## config.mk

```make
export PLATFORM = sky130hd
export DESIGN_NAME = sustain_poly_flat
export DESIGN_NICKNAME = d
export VERILOG_FILES = /design/src/rtl/synth_pkg.sv /design/src/rtl/sustain_poly_if.sv /design/src/rtl/sustain_voice.sv /design/src/rtl/sustain_poly.sv /design/src/flat_wrapper.sv
export SDC_FILE = /design/constraint.sdc
export NUM_CORES = 1
export LEC_CHECK = 0
export CAP_MARGIN = 20
export CORE_UTILIZATION = 52
export CTS_CLUSTER_DIAMETER = 100
export DETAILED_ROUTE_END_ITERATION = 10
export GPL_ROUTABILITY_DRIVEN = 0
export PLACE_DENSITY_LB_ADDON = 0.1
export SLEW_MARGIN = 30
export SYNTH_ARGS = -nofsm -noshare
export SYNTH_HDL_FRONTEND = slang
export SYNTH_SLANG_ARGS = --single-unit
```

## constraint.sdc

```tcl
create_clock -name clock -period 6.9 [get_ports clock]
set_input_delay 1.38 -clock clock [delete_from_list [all_inputs] [get_ports clock]]
set_output_delay 1.38 -clock clock [all_outputs]
set_load 0.1 [all_outputs]
```

## src/rtl/synth_pkg.sv

```systemverilog
// Shared types for the synth voice blocks: per-voice state encoding and the
// note code meaning "no note".
package synth_pkg;
  typedef enum logic [1:0] {IDLE, HELD, SUST, REL} voice_state_t;
  localparam int NOTE_NONE = 0;
endpackage

```

## src/rtl/sustain_poly_if.sv

```systemverilog
// Keyboard-side inputs and per-voice outputs of the polyphonic sustain block.
interface sustain_poly_if #(
  parameter int NOTE_W = 5,
  parameter int VOICES = 4
);
  logic                       sustain_button;
  logic                       key_pressed;
  logic [NOTE_W-1:0]          current_note_on_key;
  logic [VOICES*NOTE_W-1:0]   voice_note;
  logic [VOICES-1:0]          voice_active;
  logic [VOICES-1:0]          voice_release;
  logic                       steal;

  modport master (
    output sustain_button, key_pressed, current_note_on_key,
    input  voice_note, voice_active, voice_release, steal
  );
  modport slave (
    input  sustain_button, key_pressed, current_note_on_key,
    output voice_note, voice_active, voice_release, steal
  );
endinterface

```

## src/rtl/sustain_voice.sv

```systemverilog
// One voice slot: IDLE/HELD/SUST/REL state, note register and release down-counter.
// load wins over keyoff, which wins over pedal_release.
module sustain_voice
  import synth_pkg::*;
#(
  parameter int NOTE_W     = 5,
  parameter int REL_CYCLES = 50000
) (
  input  logic              clock,
  input  logic              reset,
  input  logic              load,
  input  logic [NOTE_W-1:0] load_note,
  input  logic              keyoff,
  input  logic              sustain,
  input  logic              pedal_release,
  output logic [NOTE_W-1:0] note,
  output logic              active,
  output logic              held,
  output logic              releasing
);
  localparam int CW = $clog2(REL_CYCLES + 1);
  localparam logic [CW-1:0] REL_LAST = CW'(REL_CYCLES - 1);

  voice_state_t      state_q, state_d;
  logic [NOTE_W-1:0] note_q, note_d;
  logic [CW-1:0]     cnt_q, cnt_d;

  always_ff @(posedge clock or posedge reset) begin
    if (reset) begin
      state_q <= IDLE;
      note_q  <= '0;
      cnt_q   <= '0;
    end else begin
      state_q <= state_d;
      note_q  <= note_d;
      cnt_q   <= cnt_d;
    end
  end

  always_comb begin
    state_d = state_q;
    note_d  = note_q;
    cnt_d   = cnt_q;
    if (load) begin
      state_d = HELD;
      note_d  = load_note;
      cnt_d   = '0;
    end else if (keyoff && state_q == HELD) begin
      if (sustain) begin
        state_d = SUST;
      end else begin
        state_d = REL;
        cnt_d   = REL_LAST;
      end
    end else if (pedal_release && state_q == SUST) begin
      state_d = REL;
      cnt_d   = REL_LAST;
    end else if (state_q == REL) begin
      // cnt==0 is the last REL cycle, so the tail lasts exactly REL_CYCLES
      if (cnt_q == '0) begin
        state_d = IDLE;
        note_d  = NOTE_W'(NOTE_NONE);
      end else begin
        cnt_d = cnt_q - CW'(1);
      end
    end
  end

  assign note      = note_q;
  assign active    = (state_q != IDLE);
  assign held      = (state_q == HELD);
  assign releasing = (state_q == REL);
endmodule

```

## src/rtl/sustain_poly.sv

```systemverilog
// Polyphonic sustain: key-on/key-off/pedal event detection, voice allocation
// (match, lowest free, round-robin steal) and VOICES sustain_voice slots.
module sustain_poly
  import synth_pkg::*;
#(
  parameter int NOTE_W     = 5,
  parameter int VOICES     = 4,
  parameter int REL_CYCLES = 50000
) (
  input  logic           clock,
  input  logic           reset,
  sustain_poly_if.slave  bus
);
  localparam int PW = (VOICES > 1) ? $clog2(VOICES) : 1;

  logic              key_q, sus_q, steal_q;
  logic [NOTE_W-1:0] note_q;
  logic [PW-1:0]     steal_ptr;

  logic [VOICES-1:0][NOTE_W-1:0] vnote;
  logic [VOICES-1:0] active, held, rel_vec, load_vec, off_vec;

  logic          key_on, key_off, pedal_rel, do_steal;
  logic          match_any, free_any, off_any;
  logic [PW-1:0] match_idx, free_idx, off_idx, victim;

  assign key_on    = bus.key_pressed && (bus.current_note_on_key != NOTE_W'(NOTE_NONE)) &&
                     (!key_q || bus.current_note_on_key != note_q);
  assign key_off   = key_q && (note_q != NOTE_W'(NOTE_NONE)) &&
                     (!bus.key_pressed || bus.current_note_on_key != note_q);
  assign pedal_rel = !bus.sustain_button && sus_q;

  always_comb begin
    match_any = 1'b0;
    match_idx = '0;
    free_any  = 1'b0;
    free_idx  = '0;
    off_any   = 1'b0;
    off_idx   = '0;
    // descending scan so the lowest matching index wins
    for (int i = VOICES - 1; i >= 0; i--) begin
      if (active[i] && vnote[i] == bus.current_note_on_key) begin
        match_any = 1'b1;
        match_idx = PW'(i);
      end
      if (!active[i]) begin
        free_any = 1'b1;
        free_idx = PW'(i);
      end
      if (held[i] && vnote[i] == note_q) begin
        off_any = 1'b1;
        off_idx = PW'(i);
      end
    end
    victim   = match_any ? match_idx : (free_any ? free_idx : steal_ptr);
    do_steal = key_on && !match_any && !free_any;
    load_vec = '0;
    off_vec  = '0;
    if (key_on) load_vec[victim] = 1'b1;
    if (key_off && off_any && !(key_on && victim == off_idx)) off_vec[off_idx] = 1'b1;
  end

  always_ff @(posedge clock or posedge reset) begin
    if (reset) begin
      key_q     <= 1'b0;
      note_q    <= '0;
      sus_q     <= 1'b0;
      steal_q   <= 1'b0;
      steal_ptr <= '0;
    end else begin
      key_q   <= bus.key_pressed;
      note_q  <= bus.current_note_on_key;
      sus_q   <= bus.sustain_button;
      steal_q <= do_steal;
      if (do_steal)
        steal_ptr <= (steal_ptr == PW'(VOICES - 1)) ? '0 : steal_ptr + PW'(1);
    end
  end

  for (genvar g = 0; g < VOICES; g++) begin : g_voice
    sustain_voice #(
      .NOTE_W     (NOTE_W),
      .REL_CYCLES (REL_CYCLES)
    ) u_voice (
      .clock         (clock),
      .reset         (reset),
      .load          (load_vec[g]),
      .load_note     (bus.current_note_on_key),
      .keyoff        (off_vec[g]),
      .sustain       (bus.sustain_button),
      .pedal_release (pedal_rel),
      .note          (vnote[g]),
      .active        (active[g]),
      .held          (held[g]),
      .releasing     (rel_vec[g])
    );
  end

  assign bus.voice_note    = vnote;
  assign bus.voice_active  = active;
  assign bus.voice_release = rel_vec;
  assign bus.steal         = steal_q;
endmodule

```

## src/flat_wrapper.sv

```systemverilog
// flat-port wrapper written by rule: the top's interface ports become plain ports
module sustain_poly_flat import synth_pkg::*;
#(
  parameter int NOTE_W     = 5,
  parameter int VOICES     = 4,
  parameter int REL_CYCLES = 50000
)
  (clock, reset, bus_sustain_button, bus_key_pressed, bus_current_note_on_key, bus_voice_note, bus_voice_active, bus_voice_release, bus_steal);
  sustain_poly_if #(.NOTE_W(NOTE_W), .VOICES(VOICES)) bus_i ();
  input  logic clock;
  input  logic reset;
  input wire logic [$bits(bus_i.sustain_button)-1:0] bus_sustain_button;
  input wire logic [$bits(bus_i.key_pressed)-1:0] bus_key_pressed;
  input wire logic [$bits(bus_i.current_note_on_key)-1:0] bus_current_note_on_key;
  output wire logic [$bits(bus_i.voice_note)-1:0] bus_voice_note;
  output wire logic [$bits(bus_i.voice_active)-1:0] bus_voice_active;
  output wire logic [$bits(bus_i.voice_release)-1:0] bus_voice_release;
  output wire logic [$bits(bus_i.steal)-1:0] bus_steal;
  assign bus_i.sustain_button = bus_sustain_button;
  assign bus_i.key_pressed = bus_key_pressed;
  assign bus_i.current_note_on_key = bus_current_note_on_key;
  assign bus_voice_note = bus_i.voice_note;
  assign bus_voice_active = bus_i.voice_active;
  assign bus_voice_release = bus_i.voice_release;
  assign bus_steal = bus_i.steal;
  sustain_poly #(.NOTE_W(NOTE_W), .VOICES(VOICES), .REL_CYCLES(REL_CYCLES)) u_core (.clock(clock), .reset(reset), .bus(bus_i));
endmodule
```

==> results of run 1 <==
cells by family after synthesis:
| logic type | synth area share (%) |
|---|---|
| compound gates | 22.2 |
| xor+xnor | 6.20 |
| fa+ha+maj | 0.984 |
| buf+inv | 5.99 |
| flops | 40.2 |
| mux | 0.354 |
| simple gates | 24.1 |
worst min-delay path by stage:
stage                                         from                                   to  slack [ns]  depth (start not counted)
4_1_cts         u_core.g_voice[2].u_voice.cnt_q[0]   u_core.g_voice[2].u_voice.cnt_q[0]        0.49                          1
6_report        u_core.g_voice[2].u_voice.cnt_q[0]   u_core.g_voice[2].u_voice.cnt_q[0]        0.50                          1
3_5_place_dp   u_core.g_voice[2].u_voice.cnt_q[11]  u_core.g_voice[2].u_voice.cnt_q[11]        0.48                          1
5_1_grt        u_core.g_voice[0].u_voice.cnt_q[12]  u_core.g_voice[0].u_voice.cnt_q[12]        0.53                          1
3_3_place_gp    u_core.g_voice[2].u_voice.cnt_q[0]   u_core.g_voice[2].u_voice.cnt_q[0]        0.48                          1
2_1_floorplan  u_core.g_voice[2].u_voice.cnt_q[11]  u_core.g_voice[2].u_voice.cnt_q[11]        0.45                          1
routing by layer:
layer | share of wire (%) | up-vias | global-route usage (%)
met3 | 5.5 | 7 | 5.99
li1 | - | 2568 | -
met4 | 0.92 | 0 | 5.60
met1 | 49 | 2569 | 37.1
met2 | 44 | 151 | 38.2
met5 | 0 | - | 0
registers in the layout (all words and copies together) (netlist names):
name	flops
u_core.key_q	1
u_core.sus_q	1
u_core.g_voice.u_voice.note	20
u_core.bus.steal	1
u_core.steal_ptr	2
u_core.g_voice.u_voice.cnt_q	64
u_core.note_q	5
u_core.g_voice.u_voice.state_q	8
synthesized netlist by cell type (all sizes together), types with 9 or more instances:
master	count
o31ai	9
o21ai	47
clkbuf	14
a311oi	14
nand2	82
xor2	20
a31oi	12
nor2	64
nor4	19
a21oi	26
nand3	18
buf	29
dfrtp	102
a221oi	9
nor3	31
inv	29
xnor2	25
or3	12
worst max-delay path, stage by stage:
cell and delay (ns):
clkdlybuf4s50_1 0.86, xor2_1 0.21, nor3_1 0.10, a31o_2 0.32, or4b_4 0.57, o21ai_2 0.62
o21ai_1 0.19, a221oi_1 0.36
final cells by class:
cell class,instances,share of cell area (%)
Tap cell,147,2.63
Multi-Input combinational cell,522,49.1
Timing Repair Buffer,42,5.83
Clock buffer,13,3.72
Clock inverter,3,0.609
Sequential cell,102,36.5
Inverter,29,1.59
power by group through the flow:
stage	logic [W]	clock network (W)	registers, W
after floorplan	0.00142	0	0.00146
after global placement	0.00217	0	0.00111
after detailed placement	0.00222	0	0.00112
after CTS	0.00222	0.000536	0.00111
after global routing	0.00242	0.000556	0.00116
final	0.00223	0.000520	0.00112
through the flow:
stage	utilization, %	instance area (µm²)	setup slack [ns]	instances	hold WS [ns]
after detailed placement	55.9	6690	2.22	842	0.479
after CTS	58.4	6990	2.56	858	0.494
after floorplan	-	6350	2.84	696	0.448
after global placement	55.9	6690	2.32	842	0.480
final	58.4	6990	2.53	858	0.498
after global routing	58.4	6990	2.30	858	0.530
==> metrics.log, run 1 <==
[metrics] worst hold path class: flip-flop to flip-flop
[metrics] cell accounting for the most synthesized area: dfrtp_1
[metrics] total power density per cell area: 553 nW/µm²
[metrics] die extent in y: 113 µm
[metrics] routed vias: 5295
[metrics] final net count: 720
[metrics] drt pass-1 iters: 5
[metrics] Worst Clk Skew: 0.0107 ns
[metrics] # hold bufs at CTS: 0
[metrics] worst setup path end: u_core.g_voice[3].u_voice.cnt_q[9]
[metrics] part of the total power dissipated in sequential elements: 29.0%
[metrics] logic gate share of total power: 57.6%
[metrics] endpoint of the worst register-to-register path: u_core.g_voice[0].u_voice.cnt_q[14]
[metrics] nets in the synthesized netlist: 710
[metrics] power after layout: 0.00387 W
[metrics] number of hold violations in the final report: 0
[metrics] full die area: 12700 µm²
[metrics] number of H-tree levels: 3
[metrics] aggregate global routing overflow: 0
[metrics] Avg Cell Area, Syn: 9.13 µm²
[metrics] Area growth syn-to-layout: 10.0%
[metrics] FF+latch area: 2550 µm²
[metrics] minimum setup slack among reg-to-reg paths: 3.81 ns
[metrics] internal power: 0.00185 W
[metrics] clock net sink count: 102
[metrics] cell types with the largest area share after synthesis: dfrtp_1 (40%), nand2_1 (4.8%), nor2_1 (3.6%)
[metrics] number of enable flip-flop cells after synthesis: 0
[metrics] Yosys cell types: 83
[metrics] I/O pin count: 38
[metrics] area of the core: 12000 µm²
[metrics] Switching Power: 0.00201 W
[metrics] horizontal die dimension: 113 µm
[metrics] n_diodes: 0
[metrics] data arrival at the endpoint of the critical path: 4.61 ns
[metrics] warning count from the yosys run: 0
[metrics] setup repair after global routing missed its margin: no
[metrics] clock tree from TritonCTS: yes
[metrics] count of input and output buffers: 37
[metrics] cts repair resizes: 0
[metrics] critical register-to-register path startpoint: u_core.note_q[0]
[metrics] proportion of synthesized chip area in sequential cells: 40.2%
[metrics] setup fix buffers added after clock tree synthesis: 0
[metrics] Root Driver: clkbuf_16
[metrics] Yosys reg bits: 102
[metrics] first-pass GRT wire length: 25.6 mm
[metrics] Synth Flop Type: dfrtp_1
[metrics] post-detailed-route via-to-cell ratio: 6.17
[metrics] start point of the critical path: bus_current_note_on_key[4]
[metrics] fill cell total of the finished layout: 1016
[metrics] mean routed wirelength per cell: 17.5 µm
[metrics] most common library cell in the layout ignoring fill and taps: dfrtp_1
[metrics] share of cells above drive strength 1: 9.85%
[metrics] via count of the first global-routing pass: 5093
[metrics] Worst Reg-to-Reg Cells: 8
[metrics] starting density of the core: 53.1%
[metrics] final critical-path required period: 4.37 ns
[metrics] Critical Path Source Type: input port
[metrics] required time of the critical path: 7.14 ns
[metrics] Max-slew headroom: 33.5%
[metrics] area of combinational cells with multiple inputs: 3430 µm²
[metrics] top library cells by usage in the layout, fill and taps aside: dfrtp_1 (102), nand2_1 (81), nor2_1 (61), o21ai_0 (41), clkdlybuf4s50_1 (37)
[metrics] share of total power in the clock network: 13.5%
[metrics] Post-DRT Antenna Nets: 0
[metrics] GRT Resource Usage Total: 25.4%
[metrics] result of the run: completed
[metrics] Highest Clock Rate: 229 MHz
[metrics] fraction of post-synthesis cell area in the top cell type by area: 40.2%
[metrics] Setup Viol. Count Final: 0
[metrics] fraction of power spent switching nets: 52.1%
[metrics] type of element capturing the critical path: flip-flop
[metrics] number of design-rule violations left by the first detailed-router iteration: 387
[metrics] clock latency reported for the late side of the worst-skew pair: 0.35 ns
[metrics] maximum fanout along the worst path: 18
[metrics] post-route DRC violation count: 0
[metrics] Post-Synthesis Cell Area: 6350 µm²
[metrics] row count: 40
[metrics] Async SR Flop Fraction: 100%
[metrics] share of the cycle needed by the critical path after routing: 63.3%
[metrics] Tightest Pin Transition: 0.994 ns
[metrics] sum of net half-perimeters after detailed placement: 10.5 mm
[metrics] number of max-slew violations in the final report: 0
[metrics] number of buffers created by CTS: 9
[metrics] critical path type: input port to flip-flop
[metrics] cell count after synthesis: 696
[metrics] CTS clk-pin slew, worst paths: 0.07 ns
[metrics] total wire length: 15.0 mm
[metrics] antenna violations before repair: 0
[metrics] max_cap viols: 0
[metrics] Sum Neg Setup Slack: 0 ns
[metrics] largest net degree at the start of global routing: 53
[metrics] leakage power: 2.89 nW
[metrics] clock tree buffer depth: 2
[metrics] largest vdd supply drop: 0.405 mV
(Power assumes the default switching activity.)
==> run 2: changes to the inputs <==
- clock period: 6.9 -> 4.25 ns (I/O delays scaled with it)
==> metrics.log, run 2 (synthesis gave the netlist of run 1 again) <==
[metrics] die extent in y: 113 µm
[metrics] post-route DRC violation count: 0
[metrics] post-detailed-route via-to-cell ratio: 6.15
[metrics] I/O pin count: 38
[metrics] required time of the critical path: 4.49 ns
[metrics] final worst-path setup slack: 0.555 ns
[metrics] total wire length: 15.1 mm
[metrics] drt pass-1 iters: 5
[metrics] area of combinational cells with multiple inputs: 3430 µm²
[metrics] leakage power: 2.94 nW
[metrics] final non-filler cell area: 7070 µm²
[metrics] master of the slowest instance on the critical path: clkdlybuf4s50_1
[metrics] row count: 40
[metrics] minimum setup slack among reg-to-reg paths: 1.27 ns
[metrics] via count of the first global-routing pass: 5183
[metrics] Max-slew headroom: 33.9%
[metrics] fill cell total of the finished layout: 1053
[metrics] total power density per cell area: 900 nW/µm²
[metrics] area of the core: 12000 µm²
[metrics] register with the most flip-flops: u_core.g_voice.u_voice.cnt_q
[metrics] number of buffers created by CTS: 9
[metrics] cts repair resizes: 0
[metrics] CTS clk-pin slew, worst paths: 0.06 ns
[metrics] Worst Clk Skew: 0.00602 ns
[metrics] Area growth syn-to-layout: 11.2%
[metrics] largest vdd supply drop: 0.599 mV
[metrics] type of element capturing the critical path: flip-flop
[metrics] Largest delay share family, worst path: simple AND/OR/NAND/NOR gates
[metrics] critical register-to-register path startpoint: u_core.note_q[1]
[metrics] clock latency reported for the late side of the worst-skew pair: 0.35 ns
[metrics] GRT Resource Usage Total: 25.5%
[metrics] share of the cycle needed by the critical path after routing: 86.9%
[metrics] Sum Neg Setup Slack: 0 ns
[metrics] n_diodes: 0
[metrics] mean routed wirelength per cell: 17.4 µm
[metrics] starting density of the core: 53.1%
[metrics] number of H-tree levels: 3
[metrics] power after layout: 0.00636 W
[metrics] antenna violations before repair: 0
[metrics] sum of net half-perimeters after detailed placement: 10.6 mm
[metrics] clock tree from TritonCTS: yes
[metrics] number of max-slew violations in the final report: 0
[metrics] number of hold violations in the final report: 0
[metrics] minimum setup slack after placement: 0.265 ns
[metrics] share of cells above drive strength 1: 10.8%
[metrics] standard cell area after detailed placement: 6750 µm²
[metrics] critical path cell sequence: clkdlybuf4s50_1, xnor2_1, nand4_1, or3_1, o311ai_2, o211ai_1, nand3_1, o21ai_0, a22o_1
[metrics] start point of the critical path: bus_current_note_on_key[4]
[metrics] clock net sink count: 102
[metrics] Tightest Pin Transition: 0.988 ns
[metrics] top library cells by usage in the layout, fill and taps aside: dfrtp_1 (102), nand2_1 (81), nor2_1 (61), o21ai_0 (41), clkdlybuf4s50_1 (37)
[metrics] full die area: 12700 µm²
[metrics] most common library cell in the layout ignoring fill and taps: dfrtp_1
[metrics] maximum fanout along the worst path: 11
[metrics] final net count: 728
[metrics] result of the run: completed
[metrics] largest net degree at the start of global routing: 85
[metrics] setup fix buffers added after clock tree synthesis: 0
[metrics] number of design-rule violations left by the first detailed-router iteration: 413
[metrics] Worst Reg-to-Reg Cells: 8
[metrics] Critical Path Source Type: input port
[metrics] # hold bufs at CTS: 0
[metrics] count of input and output buffers: 37
[metrics] data arrival at the endpoint of the critical path: 3.93 ns
[metrics] FF+latch area: 2550 µm²
[metrics] worst setup path end: u_core.g_voice[0].u_voice.cnt_q[12]
[metrics] worst hold path class: flip-flop to flip-flop
[metrics] final critical-path required period: 3.69 ns
[metrics] Crit path depth: 9
[metrics] Post-DRT Antenna Nets: 0
[metrics] endpoint of the worst register-to-register path: u_core.g_voice[3].u_voice.cnt_q[8]
[metrics] Highest Clock Rate: 271 MHz
[metrics] setup repair after global routing missed its margin: no
[metrics] Buffers & Inverters on Critical Path: 1
[metrics] routed vias: 5322
[metrics] critical path type: input port to flip-flop
[metrics] Hold Path Cell Cnt: 1
[metrics] max reg flops: 64
[metrics] aggregate global routing overflow: 0
[metrics] clock tree buffer depth: 2
[metrics] max_cap viols: 0
[metrics] horizontal die dimension: 113 µm
[metrics] Setup Viol. Count Final: 0
[metrics] Root Driver: clkbuf_16
[metrics] crit-path max cell delay: 0.83 ns
[metrics] first-pass GRT wire length: 25.8 mm
run 2: changes by cell type in the layout (fill, tap and decap cells not counted), sizes merged:
cell and change:
buf +8, clkinvlp -1, bufinv +1, clkbuf -1
clkinv +1
run 2: area by class of cell:
| type | count | share of cell area [%] |
|---|---|---|
| clock buffers | 12 | 3.49 |
| clock inverters | 4 | 0.992 |
| inverters | 29 | 1.61 |
| multi-input cells | 522 | 48.6 |
| flip-flops and latches | 102 | 36.1 |
| well taps | 147 | 2.60 |
| repair buffers | 50 | 6.62 |
run 2: metal layers:
layer | share of wire (%) | up-vias | track usage, %
met2 | 44 | 135 | 38.6
li1 | - | 2577 | -
met3 | 4.3 | 21 | 4.81
met1 | 50 | 2589 | 36.5
met5 | 0 | - | 0
met4 | 1.8 | 0 | 8.71
run 2: worst min path at each step:
| stage | start | end |
|---|---|---|
| finish | u_core.g_voice[2].u_voice.cnt_q[11] | u_core.g_voice[2].u_voice.cnt_q[11] |
| global placement | u_core.g_voice[2].u_voice.cnt_q[11] | u_core.g_voice[2].u_voice.cnt_q[11] |
| detailed placement | u_core.g_voice[2].u_voice.cnt_q[11] | u_core.g_voice[2].u_voice.cnt_q[11] |
| CTS | u_core.g_voice[2].u_voice.cnt_q[11] | u_core.g_voice[2].u_voice.cnt_q[11] |
| floorplan | u_core.g_voice[2].u_voice.cnt_q[11] | u_core.g_voice[2].u_voice.cnt_q[11] |
| global route | u_core.g_voice[2].u_voice.cnt_q[11] | u_core.g_voice[2].u_voice.cnt_q[11] |
run 2: metrics by stage:
step,hold WS (ns),instances,util (%)
finish,0.491,866,59.1
global placement,0.467,850,56.4
floorplan,0.448,696,-
detailed placement,0.469,850,56.4
CTS,0.489,866,59.1
global route,0.510,866,59.1
run 2: worst reg2reg max path: stages (launching register included):
cell and delay (ns):
dfrtp_1 0.57, xnor2_1 0.17, nand4_1 0.18, nor4_4 0.51
or4b_4 0.26, nor2b_1 0.67, o21ai_0 0.24, a21oi_1 0.19
a311oi_1 0.06
run 2: where the power goes:
part | switching (W) | internal, W
Clock | 0.000353 | 0.000531
Combinational | 0.00245 | 0.00121
Sequential | 0.000480 | 0.00134
==> run 3: changes to the inputs <==
- CORE_UTILIZATION: 52 -> 60
==> metrics.log, run 3 (synthesis gave the netlist of run 1 again) <==
[metrics] routed vias: 5364
[metrics] Critical Path Source Type: input port
[metrics] CTS clk-pin slew, worst paths: 0.10 ns
[metrics] final net count: 728
[metrics] number of buffers created by CTS: 9
[metrics] sum of net half-perimeters after detailed placement: 10.7 mm
[metrics] first-pass GRT wire length: 25.3 mm
[metrics] critical path type: input port to flip-flop
[metrics] Sum Neg Setup Slack: 0 ns
[metrics] starting density of the core: 61.8%
[metrics] Worst Clk Skew: 0.0150 ns
[metrics] number of design-rule violations left by the first detailed-router iteration: 378
[metrics] most common library cell in the layout ignoring fill and taps: dfrtp_1
[metrics] full die area: 11000 µm²
[metrics] max reg flops: 64
[metrics] cts repair resizes: 0
[metrics] n_diodes: 0
[metrics] Post-DRT Antenna Nets: 0
[metrics] worst hold path class: flip-flop to flip-flop
[metrics] row count: 37
[metrics] mean routed wirelength per cell: 17.4 µm
[metrics] number of hold violations in the final report: 0
[metrics] final critical-path required period: 3.52 ns
[metrics] result of the run: completed
[metrics] maximum fanout along the worst path: 23
[metrics] GRT Resource Usage Total: 28.9%
[metrics] met1 global-route usage: 40.6%
[metrics] Highest Clock Rate: 284 MHz
[metrics] share of cells above drive strength 1: 11.1%
[metrics] clock tree from TritonCTS: yes
[metrics] grt met3 use: 6.80%
[metrics] # hold bufs at CTS: 0
[metrics] die extent in y: 105 µm
[metrics] clock net sink count: 102
[metrics] drt pass-1 iters: 5
[metrics] type of element capturing the critical path: flip-flop
[metrics] largest net degree at the start of global routing: 56
[metrics] max_cap viols: 0
[metrics] Max-slew headroom: 34.3%
[metrics] largest vdd supply drop: 0.711 mV
[metrics] top library cells by usage in the layout, fill and taps aside: dfrtp_1 (102), nand2_1 (81), nor2_1 (61), o21ai_0 (41), clkdlybuf4s50_1 (37)
[metrics] setup fix buffers added after clock tree synthesis: 0
[metrics] Tightest Pin Transition: 0.982 ns
[metrics] post-detailed-route via-to-cell ratio: 6.27
[metrics] aggregate global routing overflow: 0
[metrics] area of the core: 10300 µm²
[metrics] data arrival at the endpoint of the critical path: 3.79 ns
[metrics] leakage power: 2.88 nW
[metrics] Setup Viol. Count Final: 0
[metrics] number of H-tree levels: 3
[metrics] share of the cycle needed by the critical path after routing: 82.8%
[metrics] hold slack: 0.495 ns
[metrics] clock tree buffer depth: 2
[metrics] final non-filler cell area: 6940 µm²
[metrics] antenna violations before repair: 0
[metrics] horizontal die dimension: 105 µm
[metrics] total power density per cell area: 879 nW/µm²
[metrics] setup repair after global routing missed its margin: no
[metrics] register with the most flip-flops: u_core.g_voice.u_voice.cnt_q
[metrics] fraction of met2 tracks used by global routing: 45.4%
[metrics] post-route DRC violation count: 0
[metrics] total wire length: 14.9 mm
[metrics] number of max-slew violations in the final report: 0
[metrics] most utilized layer in the global route result: met2
[metrics] via count of the first global-routing pass: 5137
[metrics] Area growth syn-to-layout: 9.25%
[metrics] clock latency reported for the late side of the worst-skew pair: 0.39 ns
[metrics] required time of the critical path: 4.52 ns
[metrics] I/O pin count: 38
[metrics] standard cell area after detailed placement: 6750 µm²
[metrics] count of input and output buffers: 37
[metrics] Root Driver: clkbuf_8
==> run 3: cell types whose count changed in the layout (fill, tap and decap cells not counted), sizes merged <==
cell,previous run,this run
bufinv,2,1
clkbuf,12,9
clkinvlp,0,2
inv,29,30
clkinv,2,3
==> run 3: layout make-up <==
class / count / area, µm²
Clock inverter: 7 / 72.6
Fill cell: 861 / 3330
Timing Repair Buffer: 50 / 480
Inverter: 29 / 111
Multi-Input combinational cell: 522 / 3430
Clock buffer: 9 / 124
Sequential cell: 102 / 2550
Tap cell: 136 / 170
==> run 3: path summary, 6_finish.rpt <==
path / endpoint / slack, ns / depth (start not counted) / startpoint
hold reg to reg: u_core.g_voice[1].u_voice.cnt_q[15] / 0.49 / 1 / u_core.g_voice[1].u_voice.cnt_q[15]
min in group asynchronous: u_core.g_voice[1].u_voice.note[3] / 0.89 / 2 / reset
hold / removal: u_core.g_voice[1].u_voice.cnt_q[15] / 0.49 / 1 / u_core.g_voice[1].u_voice.cnt_q[15]
max in group asynchronous: u_core.g_voice[3].u_voice.cnt_q[12] / 2.64 / 3 / reset
setup reg to reg: u_core.g_voice[3].u_voice.cnt_q[11] / 1.29 / 10 / u_core.g_voice[3].u_voice.cnt_q[0]
setup / recovery: u_core.g_voice[1].u_voice.cnt_q[1] / 0.73 / 10 / bus_current_note_on_key[3]
==> run 3: stage by stage <==
stage	std cells	util (%)	power, W	setup slack [ns]
after floorplan	696	-	0.00468	0.725
after global placement	839	65.6	0.00535	0.470
after detailed placement	839	65.6	0.00547	0.347
after CTS	855	67.6	0.00610	0.789
after global routing	855	67.6	0.00654	0.528
final	855	67.6	0.00610	0.729
==> run 3: metal layers <==
layer	up-vias	share of wire [%]
li1	2558	-
met1	2611	47
met2	176	46
met3	19	6.1
met4	0	1.1
met5	-	0
==> run 3: report_power, final <==
part | switching [W] | leakage (nW) | total (W) | internal, W
combinational | 0.00244 | 1.48 | 0.00365 | 0.00121
clock | 0.000358 | 0.0956 | 0.000631 | 0.000273
sequential | 0.000484 | 1.31 | 0.00182 | 0.00134
total | 0.00328 | 2.88 | 0.00610 | 0.00282
==> run 3: critical path, cell delays in order <==
cell,delay (ns)
clkdlybuf4s50_1,0.83
xnor2_1,0.18
nand4_1,0.13
or3_1,0.53
o311ai_2,0.14
and4_4,0.27
buf_4,0.26
o32ai_2,0.20
o21ai_1,0.26
a221oi_1,0.12
